File: src/rtl/quad_decoder_pkg.sv
// Shared encodings and transition classification for the quadrature decoder.
// States are the {A,B} filtered pair; the up order is 00 -> 10 -> 11 -> 01 -> 00.
package quad_decoder_pkg;

   localparam logic [1:0] ST_00 = 2'b00;
   localparam logic [1:0] ST_10 = 2'b10;
   localparam logic [1:0] ST_11 = 2'b11;
   localparam logic [1:0] ST_01 = 2'b01;

   localparam logic DIR_UP = 1'b1;
   localparam logic DIR_DN = 1'b0;

   typedef enum logic [1:0] {
      TR_NONE,
      TR_UP,
      TR_DN,
      TR_BAD
   } trans_t;

   function automatic logic [1:0] next_up(input logic [1:0] s);
      case (s)
         ST_00:   return ST_10;
         ST_10:   return ST_11;
         ST_11:   return ST_01;
         default: return ST_00;
      endcase
   endfunction

   // A down step is an up step read backwards; anything else that moved is a double-bit jump.
   function automatic trans_t classify(input logic [1:0] prev, input logic [1:0] cur);
      if (cur == prev)
         return TR_NONE;
      else if (cur == next_up(prev))
         return TR_UP;
      else if (prev == next_up(cur))
         return TR_DN;
      else
         return TR_BAD;
   endfunction

endpackage

File: src/rtl/quad_decoder_debounce_filter.sv
// Per-channel two-flop synchronizer followed by a stable-count debounce filter.
// filt follows the synchronized pin only after DEBOUNCE consecutive differing samples.
module debounce_filter #(
   parameter int DEBOUNCE = 4
) (
   input  logic clk,
   input  logic reset,
   input  logic pin,
   output logic sync,
   output logic filt
);

   localparam int CW = (DEBOUNCE < 2) ? 1 : $clog2(DEBOUNCE);

   logic          s1;
   logic [CW-1:0] stable;

   // Synchronizer runs through reset so the seed below sees live pin levels.
   always_ff @(posedge clk) begin
      s1   <= pin;
      sync <= s1;
   end

   always_ff @(posedge clk) begin
      if (reset) begin
         filt   <= sync;
         stable <= '0;
      end else if (sync != filt) begin
         if (stable == CW'(DEBOUNCE - 1)) begin
            filt   <= sync;
            stable <= '0;
         end else begin
            stable <= stable + CW'(1);
         end
      end else begin
         stable <= '0;
      end
   end

endmodule

File: src/rtl/quad_decoder.sv
// Quadrature encoder decoder: debounced A/B channels drive a wrapping position count,
// a direction flag, a one-cycle step pulse and a sticky illegal-transition flag.
module quad_decoder
   import quad_decoder_pkg::*;
#(
   parameter int WIDTH    = 8,
   parameter int DEBOUNCE = 4
) (
   input  logic             clk,
   input  logic             reset,
   input  logic             a_in,
   input  logic             b_in,
   input  logic             clear,
   output logic [WIDTH-1:0] count,
   output logic             dir,
   output logic             step,
   output logic             error
);

   logic       sync_a, sync_b;
   logic       filt_a, filt_b;
   logic [1:0] prev;
   trans_t     tr;

   debounce_filter #(.DEBOUNCE(DEBOUNCE)) u_filt_a (
      .clk   (clk),
      .reset (reset),
      .pin   (a_in),
      .sync  (sync_a),
      .filt  (filt_a)
   );

   debounce_filter #(.DEBOUNCE(DEBOUNCE)) u_filt_b (
      .clk   (clk),
      .reset (reset),
      .pin   (b_in),
      .sync  (sync_b),
      .filt  (filt_b)
   );

   always_comb tr = classify(prev, {filt_a, filt_b});

   // prev seeds from the same synchronized levels as filt, so a resting encoder decodes as no-change.
   always_ff @(posedge clk) begin
      if (reset) begin
         prev  <= {sync_a, sync_b};
         count <= '0;
         dir   <= DIR_UP;
         step  <= 1'b0;
         error <= 1'b0;
      end else begin
         prev <= {filt_a, filt_b};
         step <= (tr == TR_UP) || (tr == TR_DN);
         case (tr)
            TR_UP: begin
               count <= count + WIDTH'(1);
               dir   <= DIR_UP;
            end
            TR_DN: begin
               count <= count - WIDTH'(1);
               dir   <= DIR_DN;
            end
            TR_BAD:  error <= 1'b1;
            default: ;
         endcase
         // clear overrides the count and error updates but leaves step and dir alone.
         if (clear) begin
            count <= '0;
            error <= 1'b0;
         end
      end
   end

endmodule

File: config.mk
export PLATFORM = sky130hd
export DESIGN_NAME = quad_decoder
export DESIGN_NICKNAME = d
export VERILOG_FILES = /design/src/rtl/quad_decoder_pkg.sv /design/src/rtl/quad_decoder_debounce_filter.sv /design/src/rtl/quad_decoder.sv
export SDC_FILE = /design/constraint.sdc
export NUM_CORES = 1
export LEC_CHECK = 0
export ABC_AREA = 1
export BUFFER_PORTS_ARGS = -buffer_cell sky130_fd_sc_hd__buf_2
export CAP_MARGIN = 20
export CORE_MARGIN = 2
export CORE_UTILIZATION = 55
export CTS_CLUSTER_DIAMETER = 60
export DETAILED_ROUTE_END_ITERATION = 10
export HOLD_SLACK_MARGIN = 0.06
export MAX_ROUTING_LAYER = met4
export PLACE_DENSITY = 0.84
export SKIP_CTS_REPAIR_TIMING = 1
export SYNTH_ARGS = -nofsm -noshare
export SYNTH_HDL_FRONTEND = slang
export SYNTH_SLANG_ARGS = --single-unit
File: constraint.sdc
create_clock -name clk -period 6.2 [get_ports clk]
set_input_delay 0.31 -clock clk [delete_from_list [all_inputs] [get_ports clk]]
set_output_delay 0.31 -clock clk [all_outputs]
set_load 0.02 [all_outputs]
==> impl_metrics.ini <==
[setup_path]
crit_end = count[6]
rrSetupSlack_ps = 3620
cp-startpoint = u_filt_b.filt
cp_max_fo = 12
cp_data_required_time_ps = 6420
ff2ff_path_depth = 17
worst_setup_path_start_kind = flop
crit_path_end_kind = flop
r2r_end = count[6]
crit_type = flop to flop
r2r-start = u_filt_b.filt
cp.arrival_ps = 2800

[synthesis]
ys_seq_area_share_pct = 37.8
syn-cell-area_um2 = 1270
ys_types = 24
synth-seq-cells = 23
syn_nets = 193
synth_warnings = 0
avgSynthCellArea_um2 = 6.98
syn_inst = 182

[power]
total_power_uw = 419
switchingPower_uw = 167
comb_power_share_pct = 39.7
cellLeakagePower_nw = 0.736
pwr-share-clk_pct = 16.7
power_density_nw_per_um2 = 304
seqPwrFrac_pct = 43.5
peakVddDrop_mv = 0.193
power.internal_uw = 252
p_sw_share_pct = 39.9

[layout]
syn2layout_area_growth_pct = 8.37
layout_common_cells = 46 x nand2_1, 30 x inv_1, 21 x dfxtp_1, 19 x nor2_1, 15 x buf_2
final_common_cell = nand2_1
nets = 207
final_cells = 223
fill_cells = 219
antenna_cells = 0
drive_gt1_share_pct = 15.4

[cts]
tritoncts = yes
cts-buffers-inserted = 3
ctsHtreeMaxLevel = 1
cts.sinks = 23
cts_buffer_depth = 2
clock_latency_ps = 310
cts_root_buf = clkbuf_4
clk_pin_slew_worst_paths_ps = 130

[sta]
finalCritPeriodShare_pct = 41.7
worst_pin_slew_ps = 455
maxSlewViolCount = 0
worst_clock_skew_ps = 6.05
fmax_mhz = 387
fin_ws_ps = 3620
rsz0062_at_grt = false
finalHoldViolations = 0
finalSetupTns_ps = 0
worst_hold_slack_ps = 92.1
setup_viol = 0
max_slew_margin_pct = 69.6
fin_crit_ps = 2580

[floorplan]
io_pins = 16
die_area_um2 = 2710
fp.dieW_um = 52.1
rows = 17
die_height_um = 52.1
start_util_pct = 58.0
core_um2 = 2190

[detailed_routing]
firstDrtPassIters = 4
routedWlPerCell_um = 10.5
routed_wl_um = 2350
post_drt_via_cell_ratio = 4.83
drt-initial-drc-count = 20
vias = 1078
ant_nets = 0
drc = 0

[place]
io_buffer_count = 15
dp_slack_ps = 3640
dp_cells = 219
dpl.hpwl_um = 1840
place_congestion = 0.861

[run]
max_cap_viol_count = 0

[hold_path]
hold_class = input port to flop

[grt]
grt_overflow = 0
antenna_found_initial = 0
grt_pass1_wl_um = 4210
grtUsageTotal_pct = 21.1
grt_max_degree = 15
grt_pass1_vias = 1034

[outcome]
status = complete, no violations
## metal layers
| layer | part of all wire, % | wire length, um | vias up | track usage [%] |
|---|---|---|---|---|
| li1 | - | - | 578 | - |
| met1 | 51 | 1190 | 479 | 26.4 |
| met2 | 46 | 1080 | 19 | 35.9 |
| met4 | 0.38 | 9 | 0 | 4.82 |
| met3 | 3.0 | 71 | 2 | 3.45 |
| met5 | 0 | 0 | - | - |
## state kept, by name (all words and copies together) (netlist names), 2 cells and up
signal,count
u_filt_a.stable,2
prev,2
u_filt_b.stable,2
count,8
## logic make-up after synthesis
logic type | Yosys count | synth area share (%)
adder cells (fa/ha/maj) | 6 | 5.91
AO/OA/AOI/OAI | 18 | 7.78
AND/OR/NAND/NOR | 89 | 30.5
flip-flops | 23 | 37.8
XOR/XNOR | 9 | 6.20
buffers and inverters | 37 | 11.8
## worst max-delay path: stages, from the launching register on
cell,delay (ps)
edfxtp_1,490
xor2_1,190
o21ai_0,150
inv_1,100
ha_1,350
inv_1,180
nand2_1,90
nand2_1,60
inv_1,40
ha_1,160
a21oi_1,250
inv_1,70
nand3_1,110
nand2_1,60
nand2_1,50
nand3_1,60
nand2_1,70
inv_1,30
## how the worst min path moves through the flow
stage	from	endpoint	slack (ps)	cells past startpoint
detailed placement	u_filt_b.s1	u_filt_b.sync	310	0
global route	a_in	u_filt_a.s1	70	1
CTS	a_in	u_filt_a.s1	80	1
finish	a_in	u_filt_a.s1	90	1
floorplan	u_filt_a.s1	u_filt_a.sync	310	0
global placement	u_filt_b.s1	u_filt_b.sync	310	0
## cell type report
| type | instances | area, um2 | area share, % |
|---|---|---|---|
| repair buffers | 15 | 75.1 | 5.45 |
| clock buffers | 3 | 22.5 | 1.63 |
| well taps | 28 | 35.0 | 2.54 |
| multi-input cells | 122 | 641 | 46.5 |
| clock inverters | 1 | 7.51 | 0.545 |
| flip-flops and latches | 23 | 480 | 34.9 |
| inverters | 31 | 116 | 8.45 |
## through the flow
stage               utilization, %  cell area [um2]
floorplan                        -             1270
global placement              61.5             1350
detailed placement            61.5             1350
CTS                           62.9             1380
global route                  62.9             1380
finish                        62.9             1380
## synthesized netlist by cell type (all sizes together)
cell type  count  area (um2)
a211oi         1        7.51
a21oi          9        45.0
buf            3        21.3
clkbuf         3        12.5
dfxtp         21         420
edfxtp         2        60.1
ha             6        75.1
inv           31         116
nand2         49         191
nand3         13        65.1
nor2          23         106
o21ai          7        35.0
o21bai         1        11.3
or2            4        25.0
xnor2          7        61.3
xor2           2        17.5
## power by group through the flow
stage | registers (mW) | clock network (mW) | logic [mW]
after detailed placement | 0.186 | 0 | 0.165
after CTS | 0.183 | 0.0738 | 0.166
after global placement | 0.185 | 0 | 0.162
after floorplan | 0.198 | 0 | 0.120
final | 0.182 | 0.0701 | 0.167
after global routing | 0.185 | 0.0796 | 0.192
(Power assumes the default switching activity.)
